### src/rtl/seg_scan_decoder_pkg.sv
// Shared glyph constants and types for the 7-segment scan decoder.
// Glyphs are active-high gfedcba so encoder and decoder share one table.
package seg_scan_decoder_pkg;

    localparam logic [6:0] SEG_0     = 7'h3F;
    localparam logic [6:0] SEG_1     = 7'h06;
    localparam logic [6:0] SEG_2     = 7'h5B;
    localparam logic [6:0] SEG_3     = 7'h4F;
    localparam logic [6:0] SEG_4     = 7'h66;
    localparam logic [6:0] SEG_5     = 7'h6D;
    localparam logic [6:0] SEG_6     = 7'h7D;
    localparam logic [6:0] SEG_7     = 7'h07;
    localparam logic [6:0] SEG_8     = 7'h7F;
    localparam logic [6:0] SEG_9     = 7'h6F;
    localparam logic [6:0] SEG_A     = 7'h77;
    localparam logic [6:0] SEG_B     = 7'h7C;
    localparam logic [6:0] SEG_C     = 7'h39;
    localparam logic [6:0] SEG_D     = 7'h5E;
    localparam logic [6:0] SEG_E     = 7'h79;
    localparam logic [6:0] SEG_F     = 7'h71;
    localparam logic [6:0] SEG_BLANK = 7'h00;

    localparam int SEG_DP = 7;

    typedef enum logic [1:0] {
        ST_IDLE,
        ST_SETTLING,
        ST_HELD
    } settle_state_e;

endpackage

### src/rtl/seg_pattern_decode.sv
// Combinational glyph lookup: 7-bit active-high pattern to hex nibble.
// hit_o marks a hex glyph, blank_o an all-dark digit.
module seg_pattern_decode
    import seg_scan_decoder_pkg::*;
(
    input  logic [6:0] pattern_i,
    output logic [3:0] nibble_o,
    output logic       hit_o,
    output logic       blank_o
);

    always_comb begin
        nibble_o = 4'h0;
        hit_o    = 1'b1;
        blank_o  = 1'b0;
        unique case (pattern_i)
            SEG_0:     nibble_o = 4'h0;
            SEG_1:     nibble_o = 4'h1;
            SEG_2:     nibble_o = 4'h2;
            SEG_3:     nibble_o = 4'h3;
            SEG_4:     nibble_o = 4'h4;
            SEG_5:     nibble_o = 4'h5;
            SEG_6:     nibble_o = 4'h6;
            SEG_7:     nibble_o = 4'h7;
            SEG_8:     nibble_o = 4'h8;
            SEG_9:     nibble_o = 4'h9;
            SEG_A:     nibble_o = 4'hA;
            SEG_B:     nibble_o = 4'hB;
            SEG_C:     nibble_o = 4'hC;
            SEG_D:     nibble_o = 4'hD;
            SEG_E:     nibble_o = 4'hE;
            SEG_F:     nibble_o = 4'hF;
            SEG_BLANK: begin
                hit_o   = 1'b0;
                blank_o = 1'b1;
            end
            default:   hit_o = 1'b0;
        endcase
    end

endmodule

### src/rtl/seg_scan_decoder.sv
// Recovers the hex digits shown by a multiplexed 7-segment scan.
// Samples are synchronised, normalised, and captured once after settling.
module seg_scan_decoder
    import seg_scan_decoder_pkg::*;
#(
    parameter int NUM_DIGITS     = 3,
    parameter int SETTLE_CYCLES  = 4,
    parameter int SEG_ACTIVE_LOW = 1,
    parameter int EN_ACTIVE_LOW  = 1
) (
    input  logic                    clock,
    input  logic                    reset,
    input  logic [7:0]              segment_in,
    input  logic [NUM_DIGITS-1:0]   enable_in,
    output logic [4*NUM_DIGITS-1:0] digits_out,
    output logic [NUM_DIGITS-1:0]   dp_out,
    output logic [NUM_DIGITS-1:0]   digit_valid,
    output logic                    update_strobe,
    output logic [1:0]              update_index,
    output logic                    pattern_err,
    output logic                    frame_done
);

    localparam int SW = NUM_DIGITS + 8;
    localparam int CW = $clog2(SETTLE_CYCLES + 1);
    localparam logic [CW-1:0] CNT_LAST = CW'(SETTLE_CYCLES - 1);
    localparam logic [CW-1:0] CNT_MAX  = CW'(SETTLE_CYCLES);
    localparam logic [NUM_DIGITS-1:0] EN_ONE  = NUM_DIGITS'(1);
    localparam logic [NUM_DIGITS-1:0] EN_ALL  = {NUM_DIGITS{1'b1}};

    logic [SW-1:0] sync1_q, sync2_q, prev_q;
    logic [SW-1:0] norm;
    logic [7:0]    seg_n;
    logic [NUM_DIGITS-1:0] en_n;

    settle_state_e state_q, state_d;
    logic [CW-1:0] cnt_q, cnt_d;
    logic          changed;
    logic          capture;

    logic [4*NUM_DIGITS-1:0] digits_q, digits_d;
    logic [NUM_DIGITS-1:0]   dp_q, dp_d;
    logic [NUM_DIGITS-1:0]   valid_q, valid_d;
    logic [NUM_DIGITS-1:0]   mask_q, mask_d;
    logic [NUM_DIGITS-1:0]   mask_set;
    logic                    strobe_q, strobe_d;
    logic [1:0]              idx_q, idx_d;
    logic                    err_q, err_d;
    logic                    frame_q, frame_d;

    logic       one_hot;
    logic [1:0] en_idx;
    logic [3:0] nibble;
    logic       hit;
    logic       blank;

    assign seg_n = (SEG_ACTIVE_LOW != 0) ? ~sync2_q[7:0] : sync2_q[7:0];
    assign en_n  = (EN_ACTIVE_LOW != 0) ? ~sync2_q[SW-1:8] : sync2_q[SW-1:8];
    assign norm  = {en_n, seg_n};

    always_ff @(posedge clock) begin
        if (reset) begin
            sync1_q <= '0;
            sync2_q <= '0;
            prev_q  <= '0;
        end else begin
            sync1_q <= {enable_in, segment_in};
            sync2_q <= sync1_q;
            prev_q  <= norm;
        end
    end

    seg_pattern_decode u_dec (
        .pattern_i (norm[6:0]),
        .nibble_o  (nibble),
        .hit_o     (hit),
        .blank_o   (blank)
    );

    assign changed = (norm != prev_q);

    // Any change restarts settling, even on the cycle the count would finish.
    always_comb begin
        state_d = state_q;
        cnt_d   = cnt_q;
        capture = 1'b0;
        unique case (state_q)
            ST_IDLE: begin
                if (changed) begin
                    state_d = ST_SETTLING;
                    cnt_d   = '0;
                end
            end
            ST_SETTLING: begin
                if (changed) begin
                    cnt_d = '0;
                end else if (cnt_q == CNT_LAST) begin
                    state_d = ST_HELD;
                    cnt_d   = CNT_MAX;
                    capture = 1'b1;
                end else begin
                    cnt_d = cnt_q + 1'b1;
                end
            end
            ST_HELD: begin
                if (changed) begin
                    state_d = ST_SETTLING;
                    cnt_d   = '0;
                end
            end
            default: begin
                state_d = ST_IDLE;
                cnt_d   = '0;
            end
        endcase
    end

    always_comb begin
        one_hot = (en_n != '0) && ((en_n & (en_n - EN_ONE)) == '0);
        en_idx  = 2'd0;
        for (int i = 0; i < NUM_DIGITS; i++) begin
            if (en_n[i]) begin
                en_idx = 2'(i);
            end
        end
    end

    always_comb begin
        digits_d = digits_q;
        dp_d     = dp_q;
        valid_d  = valid_q;
        mask_d   = mask_q;
        idx_d    = idx_q;
        strobe_d = 1'b0;
        err_d    = 1'b0;
        frame_d  = 1'b0;
        mask_set = mask_q | en_n;
        // Blanking gaps (no or several enables) are ignored entirely.
        if (capture && one_hot) begin
            strobe_d = 1'b1;
            idx_d    = en_idx;
            if (mask_set == EN_ALL) begin
                frame_d = 1'b1;
                mask_d  = '0;
            end else begin
                mask_d = mask_set;
            end
            for (int i = 0; i < NUM_DIGITS; i++) begin
                if (en_n[i]) begin
                    if (hit) begin
                        digits_d[4*i +: 4] = nibble;
                        dp_d[i]    = norm[SEG_DP];
                        valid_d[i] = 1'b1;
                    end else if (blank) begin
                        dp_d[i]    = norm[SEG_DP];
                        valid_d[i] = 1'b0;
                    end else begin
                        valid_d[i] = 1'b0;
                        err_d      = 1'b1;
                    end
                end
            end
        end
    end

    always_ff @(posedge clock) begin
        if (reset) begin
            state_q  <= ST_IDLE;
            cnt_q    <= '0;
            digits_q <= '0;
            dp_q     <= '0;
            valid_q  <= '0;
            mask_q   <= '0;
            idx_q    <= 2'd0;
            strobe_q <= 1'b0;
            err_q    <= 1'b0;
            frame_q  <= 1'b0;
        end else begin
            state_q  <= state_d;
            cnt_q    <= cnt_d;
            digits_q <= digits_d;
            dp_q     <= dp_d;
            valid_q  <= valid_d;
            mask_q   <= mask_d;
            idx_q    <= idx_d;
            strobe_q <= strobe_d;
            err_q    <= err_d;
            frame_q  <= frame_d;
        end
    end

    assign digits_out    = digits_q;
    assign dp_out        = dp_q;
    assign digit_valid   = valid_q;
    assign update_strobe = strobe_q;
    assign update_index  = idx_q;
    assign pattern_err   = err_q;
    assign frame_done    = frame_q;

endmodule
### config.mk
export PLATFORM = sky130hd
export DESIGN_NAME = seg_scan_decoder
export DESIGN_NICKNAME = d
export VERILOG_FILES = /design/src/rtl/seg_scan_decoder_pkg.sv /design/src/rtl/seg_pattern_decode.sv /design/src/rtl/seg_scan_decoder.sv
export SDC_FILE = /design/constraint.sdc
export NUM_CORES = 1
export LEC_CHECK = 0
export CORE_MARGIN = 4
export CORE_UTILIZATION = 45
export CTS_CLUSTER_DIAMETER = 200
export DETAILED_ROUTE_END_ITERATION = 10
export GPL_TIMING_DRIVEN = 0
export PLACE_DENSITY = 0.7
export RECOVER_POWER = 50
export REMOVE_ABC_BUFFERS = 1
export SYNTH_ARGS = -nofsm -noshare
export SYNTH_HDL_FRONTEND = slang
export SYNTH_SLANG_ARGS = --single-unit
export TNS_END_PERCENT = 100
### constraint.sdc
create_clock -name clock -period 1.87 [get_ports clock]
set_input_delay 0.187 -clock clock [delete_from_list [all_inputs] [get_ports clock]]
set_output_delay 0.187 -clock clock [all_outputs]
set_load 0.01 [all_outputs]
## Word-level counts from Yosys, hierarchy flattened

Cells that the tools add are included.

- Flip-flop bits (word level): 64
- Input bits: 13
- Output and inout bits: 23
- Logic and storage cells: 101

- $add $sub $neg: 2
- Eq/ne operators: 24
- Muxes and demuxes: 31
- Bitwise logic cells: 5
- Reductions and logical operators: 20

Operators with widths:

| kind | number |
|---|---|
| $eq A7 B7 Y1 const B | 12 |
| $pmux W4 S15 | 1 |
| $reduce_and A3 Y1 | 7 |
| $mux W1 | 20 |
| $reduce_or A16 Y1 | 1 |
| $eq A7 B3 Y1 const B | 2 |
| $eq A7 B6 Y1 const B | 2 |
| $mux W3 | 4 |
| $ne A11 B11 Y1 | 1 |
| $mux W2 | 4 |
| $not A8 Y8 | 1 |
| $logic_not A7 Y1 | 1 |
| $pmux W3 S2 | 1 |
| $reduce_and A2 Y1 | 3 |
| $ne A2 B2 Y1 const B | 2 |
| $pmux W2 S2 | 1 |
| $reduce_or A2 Y1 | 2 |
| $add A3 B1 Y3 const B | 1 |
| $and A3 B3 Y3 | 1 |
| $eq A3 B2 Y1 const B | 1 |
| $eq A3 B3 Y1 const B | 1 |
| $logic_not A3 Y1 | 1 |
| $not A3 Y3 | 1 |
| $or A3 B3 Y3 | 1 |
| 9 further kinds | 10 |

## Longest topological paths before layout

- Depth after elaboration: 12
- Mapped depth: 7

## Cells and area by module

From an unflattened synthesis, not the netlist that was laid out.

- Cells, all modules: 286
- Area, all modules: 2738.9 µm²

Modules (own cells, without submodules):

| module | instances | cells each | area an instance (µm²) | seq. area each (µm²) |
|---|---|---|---|---|
| seg_scan_decoder | 1 | 238 | 2439.8 | 1281.2 |
| seg_pattern_decode | 1 | 48 | 299.0 | 0.0 |

## Least setup slack after synthesis

Ideal clock, no wire load.

- Path kind: flip-flop to flip-flop
- From: register sync2_q[2]
- To: register digits_q[0] (netlist: digits_out[0])
- Library setup time: 72 ps
- Arrival time: 1697 ps
- Path slack: 101 ps
- Stages on the path, launching flop included: 7
- Clock period less this slack: 1769 ps
- Cell sequence: dfxtp_1 -> clkbuf_1 -> and3b_1 -> a32oi_1 -> nand2_1 -> o2111ai_1 -> mux2i_1

- Word-level cells in the longest chain between the ends: 6
- Elaborated cells between the ends (all ways): 25

RTL lines:

| element | RTL line | RTL |
|---|---|---|
| start: declaration | seg_scan_decoder.sv:31 | `logic [SW-1:0] sync1_q, sync2_q, prev_q;` |
| start signal: assignment | seg_scan_decoder.sv:68 | `sync2_q <= sync1_q;` |
| $not A8 Y8 (*) | seg_scan_decoder.sv:57 | `assign seg_n = (SEG_ACTIVE_LOW != 0) ? ~sync2_q[7:0] : sync2_q[7:0];` |
| branches (longest 5 deep; another with $reduce_or A16 Y1) | - |  |
| end signal: assignment | seg_scan_decoder.sv:181 | `digits_q <= digits_d;` |
| end: declaration | seg_scan_decoder.sv:41 | `logic [4*NUM_DIGITS-1:0] digits_q, digits_d;` |

Mark *: on every way between the ends.
A chain may end at the register's enable or synchronous reset.

## Worst setup path after layout

- From: register cnt_q[1]
- To: register digits_q[11] (netlist: digits_out[11])

- Word-level cells in the longest chain between the ends: 6

RTL lines:

| element | RTL line | RTL |
|---|---|---|
| start: declaration | seg_scan_decoder.sv:37 | `logic [CW-1:0] cnt_q, cnt_d;` |
| start signal: assignment | seg_scan_decoder.sv:180 | `cnt_q <= cnt_d;` |
| $eq A3 B2 Y1 | seg_scan_decoder.sv:97 | `end else if (cnt_q == CNT_LAST) begin` |
| $mux W1 | seg_scan_decoder.sv:97 |  |
| $mux W1 | seg_scan_decoder.sv:95 | `if (changed) begin` |
| $mux W1 | seg_scan_decoder.sv:87 | `unique case (state_q)` |
| $logic_and A1 B1 Y1 | seg_scan_decoder.sv:139 | `if (capture && one_hot) begin` |
| $reduce_and A3 Y1 (no line) | - |  |

No other way between the ends.

==> impl_metrics.ini <==
[worst_setup_path]
cp_top_family = simple AND/OR/NAND/NOR gates
r2r-start = cnt_q[1]
reg2reg_slack_ns = -0.04
path_class = flop to flop
cp.required_ns = 2.06
cp_max_fo = 4
path_buf_inv = 1
cp-startpoint = cnt_q[1]
cpMostUsedCell = ha_4
cpPeakStageDelay_ns = 0.36
crit_slowest_cell = dfxtp_2
critPathArrivalTime_ns = 2.09
crit_path_end_kind = flop
cp-start-kind = flop
critical_path.cell_chain = ha_4, ha_4, and3b_2, nand3_4, nor4_4, buf_4, mux2i_1, a21oi_1

[synthesis]
synth_edf_count = 0
async_flop_share = 0
synthCells = 286
synth_most_common_cell = dfxtp_1
synth_top_area_share = 0.471
synth_area_um2 = 2720
ys_seq_area_frac = 0.471
yosys-top-cells-count = 64 x dfxtp_1, 25 x nor2b_1, 20 x nor2_1
synth_top_area_cell = dfxtp_1
synth_ff_type = dfxtp_1
ys_ff_latch = 64
synth_cell_type_count = 51
yosys_warnings = 0
yosys-top-cells-area = dfxtp_1 47%, nor2b_1 5.7%, mux2i_1 4.4%
synthesis.area_per_instance_um2 = 9.52

[cts]
root_buffer = clkbuf_8
cts-htree-levels = 3
clk_path_buf_depth = 2
clkSinkCount = 64
clk_latency_ns = 0.34
cts_tree = yes
clk_pin_slew_worst_paths_ns = 0.07
cts_buffers = 9

[floorplan]
row_count = 28
fp.dieW_um = 85.8
die_area_um2 = 7360
initial_core_util = 0.463
core_area_um2 = 5890
ioPinCount = 36
chipHeight_um = 85.8

[global_route]
antenna_found_initial = 0
grt_pass1_wl_mm = 9.15
grt_start_max_net_pins = 53
grt.total_usage = 0.159
grt_pass1_vias = 1924
overflow = 0

[timing]
finalHoldViolations = 0
fin_skew_ns = 0.00778
setup-violations-final = 1
fmax_mhz = 524
holdWs_ns = 0.387
timing.final.max_slew_violations = 0
fin_ws_ns = -0.0367
rsz0062_at_grt = yes
period_share = 1.02
tightest_slew_ns = 0.918
max_slew_margin = 0.388
finalCriticalPeriod_ns = 1.91
tns_ns = -0.0367

[detailed_routing]
first_pass_iters = 4
drc = 0
routed_wl_mm = 5.97
wire_per_inst_um = 14.6
drt_iter0_drc = 174
avgViaCountPerCell = 5.46
num_vias = 2227
postRouteAntennaNets = 0

[power]
swShare = 0.234
p_switching_mw = 0.728
ir_worst_vdd_v = 0.000707
internal_power_mw = 2.38
p_leak_nw = 1.45
finalPower_mw = 3.11
powerDensity_nw_per_um2 = 834
clkPwrFrac = 0.458
comb_power_share = 0.077
pwr-share-seq = 0.465

[place]
hpwlAfterDp_mm = 3.74
portBuffers = 35
dp_cells = 380
placedInstanceArea_um2 = 3090
gp_congestion = 0.759

[final_layout]
layout.nets = 343
n_antenna_cell = 0
fin_cells = 408
drive_gt1_frac = 0.231
syn2layout_area_growth_pct = 37.0
design_area_um2 = 3730

[job]
drv_cap = 0

[status]
violations = negative setup slack
run_status = complete, but fails checks

[min_path]
hold_path.class = primary input to flop
min_from = segment_in[0]
## state kept, by name (all words and copies together) (netlist names)
register	flops
cnt_q	3
digit_valid	3
digits_out	12
dp_out	3
frame_done	1
mask_q	3
pattern_err	1
prev_q	11
state_q	2
sync1_q	11
sync2_q	11
update_index	2
update_strobe	1
## worst register-to-register path: cells and delay by family, from the launching register on
kind	cells	cell delay, ns
AOI/OAI and AO/OA	1	0.08
adders and majority gates	2	0.27
buffers and inverters	1	0.18
DFF	1	0.36
muxes	1	0.18
and+or+nand+nor	3	0.68
## worst paths after layout
| check | end | cells past startpoint |
|---|---|---|
| worst max register to register | digits_out[11] | 8 |
| worst max-delay path | digits_out[11] | 8 |
| worst min register to register | sync2_q[1] | 1 |
| worst min-delay path | sync1_q[0] | 2 |
## stage by stage
| stage | setup slack, ns | util |
|---|---|---|
| 5_1_grt | -0.0931 | 0.634 |
| 3_3_place_gp | -1.40 | 0.526 |
| 2_1_floorplan | 0.0142 | - |
| 3_5_place_dp | -0.379 | 0.525 |
| 4_1_cts | -0.00894 | 0.600 |
| 6_report | -0.0367 | 0.634 |
## power by group through the flow
stage	combinational [mW]	clock, mW	sequential [mW]
4_1_cts	0.211	1.46	1.45
3_3_place_gp	0.188	0	1.47
2_1_floorplan	0.123	0	1.46
5_1_grt	0.262	1.53	1.45
6_report	0.241	1.42	1.45
3_5_place_dp	0.189	0	1.47
## cell type report
| type | count | area (um2) |
|---|---|---|
| tap | 75 | 93.8 |
| clock inverter | 7 | 120 |
| timing repair buffer | 46 | 425 |
| inverter | 7 | 26.3 |
| multi-input combinational | 200 | 1620 |
| fill | 476 | 2150 |
| clock buffer | 9 | 124 |
| sequential | 64 | 1320 |
## cell families after synthesis
group / count (synthesis) / share of synthesized area
AND/OR/NAND/NOR: 126 / 0.278
flip-flops: 64 / 0.471
AO/OA/AOI/OAI: 45 / 0.118
buffers and inverters: 23 / 0.0354
XOR/XNOR: 14 / 0.0450
multiplexers: 12 / 0.0441
adder cells (fa/ha/maj): 2 / 0.00919
## routing by layer
layer	global-route usage	share of wire
met5	0	0
met4	0.0734	0.025
met3	0.0557	0.052
met2	0.239	0.47
met1	0.203	0.46
## cell usage in the layout (no fill, tap or decap), drive strengths merged, types with 11 or more instances in the layout
master	n
nor2b	25
dfxtp	64
clkdlybuf4s50	34
buf	12
nand2	19
a21oi	11
nor2	20
mux2i	12
xor2	12
nand3	12
## what timing repair did
| item | CTS | global route |
|---|---|---|
| hold buffers | 0 | 0 |
| gates resized for setup | 34 | 29 |
| cloned | 0 | 1 |
| buffers inserted | 7 | 4 |
| pin swaps | 9 | 7 |
| endpoints found under the setup margin | 23 | 21 |
Note: power is estimated with default switching activity, not from simulation.
